$ cat config.mk
export PLATFORM = sky130hd
export DESIGN_NAME = pipelined_cla_adder
export DESIGN_NICKNAME = d
export VERILOG_FILES = /design/src/rtl/pipelined_cla_adder.sv
export SDC_FILE = /design/constraint.sdc
export NUM_CORES = 1
export LEC_CHECK = 0
export ABC_AREA = 1
export BUFFER_PORTS_ARGS = -buffer_cell sky130_fd_sc_hd__buf_2
export CAP_MARGIN = 0
export CORE_MARGIN = 3
export CORE_UTILIZATION = 30
export DETAILED_ROUTE_END_ITERATION = 8
export PLACE_DENSITY = 0.49
export REMOVE_ABC_BUFFERS = 1
export SYNTH_ARGS = -nofsm -noshare
export SYNTH_HDL_FRONTEND = slang
export SYNTH_SLANG_ARGS = --single-unit
export TNS_END_PERCENT = 1
$ cat constraint.sdc
create_clock -name clk -period 3.1 [get_ports clk]
set_input_delay 0.31 -clock clk [delete_from_list [all_inputs] [get_ports clk]]
set_output_delay 0.31 -clock clk [all_outputs]
set_load 0.005 [all_outputs]
$ cat src/rtl/pipelined_cla_adder.sv
// Pipelined block carry-lookahead adder/subtractor with elastic valid/ready flow control.
// Segment j of the operands is resolved in stage j using the carry registered by stage j-1.
module pipelined_cla_adder #(
    parameter int WIDTH  = 32,
    parameter int BLOCK  = 4,
    parameter int STAGES = 2
) (
    input  logic             clk,
    input  logic             rst_n,
    input  logic             in_valid,
    output logic             in_ready,
    input  logic [WIDTH-1:0] a,
    input  logic [WIDTH-1:0] b,
    input  logic             cin,
    input  logic             sub,
    output logic             out_valid,
    input  logic             out_ready,
    output logic [WIDTH-1:0] sum,
    output logic             cout,
    output logic             ovf
);
    localparam int SEG = WIDTH / STAGES;
    localparam int GRP = SEG / BLOCK;

    // Returns {carry into segment MSB, segment carry-out, segment sum}.
    function automatic logic [SEG+1:0] seg_add(input logic [SEG-1:0] x, input logic [SEG-1:0] y,
                                               input logic c);
        logic [SEG-1:0] g, p, s;
        logic cg, gg, gp, cb, cm;
        int idx;
        g  = x & y;
        p  = x ^ y;
        s  = {SEG{1'b0}};
        cg = c;
        cm = 1'b0;
        for (int k = 0; k < GRP; k++) begin
            gg = 1'b0;
            gp = 1'b1;
            cb = cg;
            for (int t = 0; t < BLOCK; t++) begin
                idx    = k * BLOCK + t;
                s[idx] = p[idx] ^ cb;
                cm     = (idx == SEG - 1) ? cb : cm;
                cb     = g[idx] | (p[idx] & cb);
                gg     = g[idx] | (p[idx] & gg);
                gp     = gp & p[idx];
            end
            cg = gg | (gp & cg);
        end
        return {cm, cg, s};
    endfunction

    logic [STAGES-1:0] vld_q, vld_d, rdy_s, vin_s;
    logic [STAGES-1:0] car_q, car_d, cmsb_q, cmsb_d, cin_s;
    logic [WIDTH-1:0]  opa_q [STAGES];
    logic [WIDTH-1:0]  opa_d [STAGES];
    logic [WIDTH-1:0]  opb_q [STAGES];
    logic [WIDTH-1:0]  opb_d [STAGES];
    logic [WIDTH-1:0]  psum_q[STAGES];
    logic [WIDTH-1:0]  psum_d[STAGES];
    logic [WIDTH-1:0]  opa_s [STAGES];
    logic [WIDTH-1:0]  opb_s [STAGES];
    logic [WIDTH-1:0]  psum_s[STAGES];
    logic [SEG+1:0]    res_s;
    logic              dn_s;

    // A stage can load when it is empty or everything downstream of it is moving.
    always_comb begin
        rdy_s = {STAGES{1'b0}};
        dn_s  = out_ready;
        for (int i = STAGES - 1; i >= 0; i--) begin
            dn_s     = ~vld_q[i] | dn_s;
            rdy_s[i] = dn_s;
        end
    end

    // Stage inputs, per-segment lookahead add, and hold-unless-advancing next state.
    always_comb begin
        opa_s[0]  = a;
        opb_s[0]  = b ^ {WIDTH{sub}};
        cin_s[0]  = cin ^ sub;
        psum_s[0] = {WIDTH{1'b0}};
        vin_s[0]  = in_valid;
        for (int i = 1; i < STAGES; i++) begin
            opa_s[i]  = opa_q[i-1];
            opb_s[i]  = opb_q[i-1];
            cin_s[i]  = car_q[i-1];
            psum_s[i] = psum_q[i-1];
            vin_s[i]  = vld_q[i-1];
        end
        res_s = {(SEG+2){1'b0}};
        for (int i = 0; i < STAGES; i++) begin
            res_s    = seg_add(opa_s[i][i*SEG +: SEG], opb_s[i][i*SEG +: SEG], cin_s[i]);
            vld_d[i] = rdy_s[i] ? vin_s[i] : vld_q[i];
            if (rdy_s[i] & vin_s[i]) begin
                opa_d[i]                 = opa_s[i];
                opb_d[i]                 = opb_s[i];
                psum_d[i]                = psum_s[i];
                psum_d[i][i*SEG +: SEG]  = res_s[SEG-1:0];
                car_d[i]                 = res_s[SEG];
                cmsb_d[i]                = res_s[SEG+1];
            end else begin
                opa_d[i]  = opa_q[i];
                opb_d[i]  = opb_q[i];
                psum_d[i] = psum_q[i];
                car_d[i]  = car_q[i];
                cmsb_d[i] = cmsb_q[i];
            end
        end
    end

    // Pipeline stage registers; reset discards every in-flight beat.
    always_ff @(posedge clk or negedge rst_n) begin
        if (!rst_n) begin
            vld_q  <= {STAGES{1'b0}};
            car_q  <= {STAGES{1'b0}};
            cmsb_q <= {STAGES{1'b0}};
            opa_q  <= '{default: {WIDTH{1'b0}}};
            opb_q  <= '{default: {WIDTH{1'b0}}};
            psum_q <= '{default: {WIDTH{1'b0}}};
        end else begin
            vld_q  <= vld_d;
            car_q  <= car_d;
            cmsb_q <= cmsb_d;
            opa_q  <= opa_d;
            opb_q  <= opb_d;
            psum_q <= psum_d;
        end
    end

    assign in_ready  = rdy_s[0];
    assign out_valid = vld_q[STAGES-1];
    assign sum       = psum_q[STAGES-1];
    assign cout      = car_q[STAGES-1];
    assign ovf       = car_q[STAGES-1] ^ cmsb_q[STAGES-1];
endmodule

; After elaboration in Yosys (flattened, before gate mapping)
; Index checks and enable logic that the tools add are counted.
[classes]
n_bitwise = 181
[op_table]
columns = op, n
row1 = 1-bit AND, 82
row2 = 1-bit OR, 58
row3 = 1-bit XOR, 34
row4 = 16-bit AND, 2
row5 = 16-bit XOR, 2
row6 = 32-bit XOR, 1
row7 = 1-bit inverter, 2
[word_totals]
ff_bits = 117
inputBits = 70
elab_cells = 190

; Logic depth before layout (Yosys ltp)
; Gate-level depths: netlist of run 1.
[logic_depth]
depth_word = 20
depth_mapped = 19
ltp_nobuf = 17

; Worst setup path before layout of run 1
; No wires, ideal clock.
[synth_timing]
path_kind = input port to flip-flop
start = input port sub
end = register psum_q[47] (netlist name)
arrival_ns = 3.220
required_ns = 3.017
path_slack_ns = -0.202
stages = 19
n_path_buf = 2
cell_sequence = buf_6 buf_4 xnor2_1 inv_1 ha_1 nand2_1 nor2_1 a21oi_2 nand2_1 nand2_1 nand2_1 nand2_1 nand2_1 inv_1 fa_1 fa_1 fa_1 xor2_1 o21ai_0
[synth_between]
elab_chain_cells = 20
[synth_rtl]
columns = item, line_no
row1 = from (decl), 15  ; input logic sub,
row2 = 32-bit XOR, 80  ; opb_s[0] = b ^ {WIDTH{sub}};
row3 = 16-bit XOR / 16-bit AND (equally long branches), "32, 31"
row4 = 1-bit AND, 45  ; gg = g[idx] | (p[idx] & gg);
row5 = 1-bit OR, 45
row6 = 1-bit AND, 45
row7 = 1-bit OR, 45
row8 = 1-bit AND, 45
row9 = 1-bit OR, 45
row10 = [... 4 more ...], --
row11 = 1-bit OR, 48  ; cg = gg | (gp & cg);
row12 = 1-bit AND, 44  ; cb = g[idx] | (p[idx] & cb);
row13 = 1-bit OR, 44
row14 = 1-bit AND, 44
row15 = 1-bit OR, 44
row16 = 1-bit AND, 44
row17 = 1-bit OR, 44
row18 = 1-bit XOR *, 42  ; s[idx] = p[idx] ^ cb;
row19 = to (signal assigned), 127  ; psum_q <= psum_d;
row20 = to (decl), 59  ; logic [WIDTH-1:0] psum_q[STAGES];
; Mark *: on every way between the ends. The rest lies on a longest branch, timed or not.
; A chain may end at the register's enable or synchronous reset.

; Worst setup path after layout of run 1
; Same ends and word-level chain as after synthesis.

==> flow_metrics.py, run 1 <==
metrics = {
    "run_status": {
        "outcome": "finished clean",
    },
    "final_layout": {
        "seqCellArea_um2": 2127,
        "fin_util": 0.3723,
        "multi_input_area_um2": 2482,
        "mostFrequentLayoutCell": "nand2_1",
        "diodes": 0,
        "fin_nets": 778,
        "syn_to_final_growth_pct": 19.15,
        "layout-drive-gt1-share": 0.2409,
        "fillerInstances": 1697,
        "fin_area_um2": 6042,
        "final_cell_mix": "nand2_1, buf_2, dfrtp_1",
    },
    "min_path": {
        "hold_start": "a[31]",
        "hold_path.class": "input port to register",
    },
    "synthesis": {
        "synth_cells": 565,
        "avgSynthCellArea_um2": 8.975,
        "yosysWarnings": 0,
        "synth_seq_cells": 85,
        "synth-seq-area-share": 0.4194,
        "synth_cell_type_count": 25,
        "netlist_area_um2": 5071,
    },
    "cts": {
        "clk_path_buf_depth": 2,
        "cts_tree": "built",
        "cts_buffers": 9,
        "cts_root_buffer": "clkbuf_16",
        "cts_max_level": 3,
        "cts_sinks": 85,
        "clkTransAtPathRegs_ns": 0.06,
        "insertion_delay_ns": 0.33,
    },
    "drt": {
        "drtPass1Iterations": 6,
        "viasPerCell": 4.188,
        "routed_wl_um": 10810,
        "route.detailed.drc": 0,
        "vias": 3652,
        "drt_iter0_markers": 115,
        "wire_per_inst_um": 12.39,
        "postRouteAntennaNets": 0,
    },
    "floorplan": {
        "core_um2": 16230,
        "num_io_pins": 106,
        "dieArea_um2": 18500,
        "rows": 46,
        "fp.dieW_um": 136.0,
        "start_util": 0.3124,
        "fp.dieH_um": 136.0,
    },
    "power_and_ir_drop": {
        "p_leak_uw": 0.003174,
        "power.density_nw_per_um2": 638.7,
        "max-vdd-ir-drop_v": 0.0002250,
    },
    "job": {
        "drv_cap": 0,
    },
    "global_routing": {
        "grt_max_degree": 43,
        "antenna_found_initial": 0,
        "grt_overflow_total": 0,
        "grt_pass1_vias": 3863,
        "grt_pass1_wl_um": 18360,
        "track_usage": 0.1233,
    },
    "sta": {
        "fmax_mhz": 342.9,
        "final.min_clock_period_ns": 2.916,
        "slew_headroom": 0.4289,
        "finalCritPeriodShare": 0.9406,
        "hold_viol": 0,
        "slew_viol_final": 0,
        "tightestPinTransition_ns": 0.8514,
        "fin_hold_ws_ns": 0.1730,
        "finalClockSkew_ns": 0.007988,
        "rsz0062_at_grt": "yes",
        "setup_viol": 0,
    },
    "placed_design": {
        "gp_congestion": 0.8569,
        "placed_area_um2": 5700,
        "io_buffers": 105,
        "hpwl_um": 8118,
    },
    "setup_path": {
        "r2r-start": "opb_q[50]",
        "cp-start-kind": "input port",
        "cp-end-kind": "register",
        "path_max_fanout": 7,
        "required_ns": 3.29,
        "cp-startpoint": "sub",
        "arrival_ns": 3.11,
        "criticalPathCategory": "input port to register",
    },
}
==> cells by family after synthesis <==
kind of cell	Yosys count	share of synthesized area
compound gates	58	0.06070
simple gates	226	0.1730
fa+ha+maj	56	0.1737
xor+xnor	41	0.07081
buf+inv	99	0.1024
flops	85	0.4194
==> Yosys cell counts <==
| master | instances | area, um2 |
|---|---|---|
| inv_1 | 45 | 168.9 |
| buf_4 | 34 | 255.2 |
| dfrtp_1 | 85 | 2127 |
| xnor2_1 | 31 | 271.5 |
| nor3_1 | 1 | 5.000 |
| nand2_1 | 201 | 754.5 |
| clkinv_1 | 1 | 3.750 |
| o21a_1 | 1 | 7.510 |
| a211oi_1 | 1 | 7.510 |
| nand2_2 | 5 | 31.28 |
| a21oi_1 | 11 | 55.05 |
| clkbuf_1 | 6 | 22.52 |
| inv_2 | 2 | 7.510 |
| a21oi_2 | 2 | 17.52 |
| nand3_2 | 1 | 10.01 |
| fa_1 | 24 | 480.5 |
| nand3_1 | 7 | 35.03 |
| o21bai_1 | 1 | 7.510 |
| a21boi_0 | 1 | 7.510 |
| o21ai_0 | 41 | 205.2 |
| xor2_1 | 10 | 87.58 |
| buf_2 | 10 | 50.05 |
| nor2_1 | 11 | 41.29 |
| ha_1 | 32 | 400.4 |
| buf_6 | 1 | 11.26 |
==> state kept, by name, indices dropped and copies added (netlist names) <==
name	cells
opb_q	16
car_q	2
cmsb_q	1
opa_q	16
psum_q	16
sum	32
vld_q	2
==> routing by layer <==
layer  share of wire  vias up  global-route usage
met4           0.013        0             0.03975
li1                -     1895                   -
met1            0.48     1673              0.1607
met2            0.46       76              0.2039
met3           0.048        8             0.02739
met5               0        -                   0
==> path summary, 6_finish.rpt <==
path                            cells after the start  slack (ns)    endpoint
worst max-delay path                               16        0.18  psum_q[47]
worst min-delay path                                3        0.17   opa_q[63]
worst max register to register                     14        0.24     sum[30]
worst min register to register                      2        0.47     sum[10]
max in group asynchronous                           3        1.95  psum_q[38]
min in group asynchronous                           2        0.41   opa_q[53]
==> worst max-delay path, cell delays in order <==
cell      delay (ns)
clkbuf_4        0.17
buf_6           0.16
buf_4           0.16
xnor2_1         0.21
inv_1           0.08
ha_1            0.30
nand2_1         0.05
nor2_1          0.10
nand2_1         0.06
nand2_1         0.07
inv_1           0.06
fa_2            0.37
fa_2            0.37
fa_1            0.40
xor2_1          0.15
o21ai_1         0.08
==> power by group <==
group / total (uW) / switching (uW) / internal, uW
clock network: 982 / 424 / 558
registers: 1650 / 210 / 1440
logic: 1230 / 654 / 576
==> stage by stage <==
step	total power [uW]	std cells	setup WS, ns	TNS [ns]
floorplan	2353	514	0.09408	0
global placement	2889	856	-0.2365	-0.6138
detailed placement	2918	856	-0.4147	-1.203
CTS	3927	872	0.002071	0
global route	4223	872	-0.008686	-0.01483
finish	3859	872	0.1840	0
==> repair_timing <==
item	CTS	global route
endpoints found under the setup margin	1	5
setup buffers	0	0
hold endpoints to repair	21	0
pin swaps	0	2
gates resized for setup	1	13
hold buffers	1	0
==> final cells by class <==
cell class,instances,share of cell area
timing repair buffer,127,0.1182
clock buffer,11,0.04017
clock inverter,4,0.004142
multi-input combinational,381,0.4109
tap,216,0.04473
inverter,48,0.02982
sequential,85,0.3520
Note: power is estimated with default switching activity, not from simulation.
==> inputs of run 2 (changes only) <==
BUFFER_PORTS_ARGS = -buffer_cell sky130_fd_sc_hd__buf_4   (was -buffer_cell sky130_fd_sc_hd__buf_2)
==> flow_metrics.py, run 2 (synthesis results as in run 1) <==
metrics = {
    "run_status": {
        "outcome": "finished clean",
    },
    "drt": {
        "vias": 3634,
        "wl_met1_um": 5008,
        "drtPass1Iterations": 4,
        "viasPerCell": 4.167,
        "routed_wl_um": 10860,
        "wl_met3_um": 496,
        "wl_met2_um": 5150,
        "highest_layer": "met4",
        "wire_per_inst_um": 12.46,
        "route.detailed.drc": 0,
        "drt_iter0_markers": 132,
        "postRouteAntennaNets": 0,
    },
    "min_path": {
        "hold_path.class": "input port to asynchronous set/reset pin",
    },
    "placed_design": {
        "hpwl_um": 8145,
        "gp_congestion": 0.8199,
        "dp_cells": 856,
        "io_buffers": 105,
    },
    "cts": {
        "insertion_delay_ns": 0.34,
        "cts_buffers": 9,
        "cts_setup_buffers": 0,
        "ctsHoldBuffers": 0,
        "cts_max_level": 3,
        "cts_resized": 0,
        "clk_path_buf_depth": 2,
        "cts_tree": "built",
        "cts_root_buffer": "clkbuf_16",
        "clkTransAtPathRegs_ns": 0.06,
        "cts_sinks": 85,
    },
    "power_and_ir_drop": {
        "fin_total_pwr_uw": 4409,
        "power.density_nw_per_um2": 688.0,
        "p_leak_uw": 0.003315,
        "max-vdd-ir-drop_v": 0.0002750,
    },
    "floorplan": {
        "core_um2": 16230,
        "fp.dieW_um": 136.0,
        "fp.dieH_um": 136.0,
        "num_io_pins": 106,
        "rows": 46,
        "dieArea_um2": 18500,
        "start_util": 0.3124,
    },
    "setup_path": {
        "cp-startpoint": "sub",
        "arrival_ns": 3.10,
        "cp-end-kind": "register",
        "cp-start-kind": "input port",
        "r2r-end": "sum[30]",
        "reg2reg_slack_ns": 0.29,
        "r2r-start": "opb_q[50]",
        "rr_worst_depth": 14,
        "required_ns": 3.29,
        "criticalPathCategory": "input port to register",
        "path_max_fanout": 8,
    },
    "global_routing": {
        "grt_overflow_total": 0,
        "track_usage": 0.1242,
        "antenna_found_initial": 0,
        "grt_pass1_vias": 3780,
        "grt_pass1_wl_um": 18290,
        "grt_max_degree": 86,
    },
    "job": {
        "drv_cap": 0,
    },
    "sta": {
        "fin_hold_ws_ns": 0.008149,
        "slew_headroom": 0.4214,
        "finalClockSkew_ns": 0.006637,
        "final.min_clock_period_ns": 2.917,
        "slew_viol_final": 0,
        "rsz0062_at_grt": "yes",
        "setup_viol": 0,
        "hold_viol": 0,
        "finalCritPeriodShare": 0.9410,
        "tightestPinTransition_ns": 0.8626,
        "fmax_mhz": 342.8,
    },
    "final_layout": {
        "layout-drive-gt1-share": 0.2424,
        "diodes": 0,
        "mostFrequentLayoutCell": "nand2_1",
        "stdcell_count": 872,
        "largest_reg_flops": 32,
        "final_cell_mix": "nand2_1, buf_4, dfrtp_1",
        "syn_to_final_growth_pct": 26.38,
        "fin_nets": 777,
    },
}
## run 2: cell count changes in the layout (fill, tap and decap cells not counted), sizes merged
| cell | before | now |
|---|---|---|
| bufinv | 0 | 5 |
| clkbuf | 12 | 10 |
| clkinvlp | 2 | 0 |
| buf | 125 | 126 |
| clkinv | 3 | 2 |
| dlygate4sd3 | 1 | 0 |
## run 2: how the worst max path moves through the flow
stage,to,slack (ns),depth (start not counted)
2_1_floorplan,psum_q[47],0.09,17
5_1_grt,sum[30],-0.02,14
6_report,psum_q[47],0.18,16
3_5_place_dp,psum_q[47],-0.34,18
3_3_place_gp,psum_q[47],-0.23,18
4_1_cts,psum_q[47],0.02,18
## run 2: per-layer routing
metal  up-vias  GRT usage
met5         -          0
met3        12    0.02110
li1       1890          -
met1      1656     0.1614
met4         0    0.05207
met2        76     0.2047
## run 2: through the flow
| stage | util | setup slack (ns) | TNS (ns) | cell area [um2] |
|---|---|---|---|---|
| 2_1_floorplan | - | 0.09408 | 0 | 4732 |
| 3_3_place_gp | 0.3688 | -0.2253 | -0.5731 | 5986 |
| 3_5_place_dp | 0.3688 | -0.3380 | -1.058 | 5986 |
| 4_1_cts | 0.3927 | 0.01969 | 0 | 6374 |
| 5_1_grt | 0.3949 | -0.02420 | -0.02420 | 6409 |
| 6_report | 0.3949 | 0.1830 | 0 | 6409 |
## run 2: layout make-up
type                            count  area (um2)
Timing Repair Buffer              126       983.4
Sequential cell                    85        2127
Inverter                           48       180.2
Tap cell                          216       270.3
Clock buffer                       10       229.0
Multi-Input combinational cell    381        2460
Fill cell                        1690        9822
Clock inverter                      6       158.9
## run 2: power by group
part	leakage, uW	switching [uW]	internal (uW)
Combinational	0.00208	653	704
Sequential	0.00104	223	1440
Clock	0.000187	439	952
## run 2: worst max-delay path, stage by stage
cell     delay (ns)
buf_4          0.15
buf_12         0.14
buf_4          0.15
xnor2_1        0.21
inv_1          0.07
ha_1           0.33
nand2_1        0.07
nor2_1         0.10
nand2_1        0.06
nand2_1        0.07
inv_1          0.06
fa_2           0.36
fa_2           0.37
fa_1           0.41
xor2_1         0.14
o21ai_0        0.09
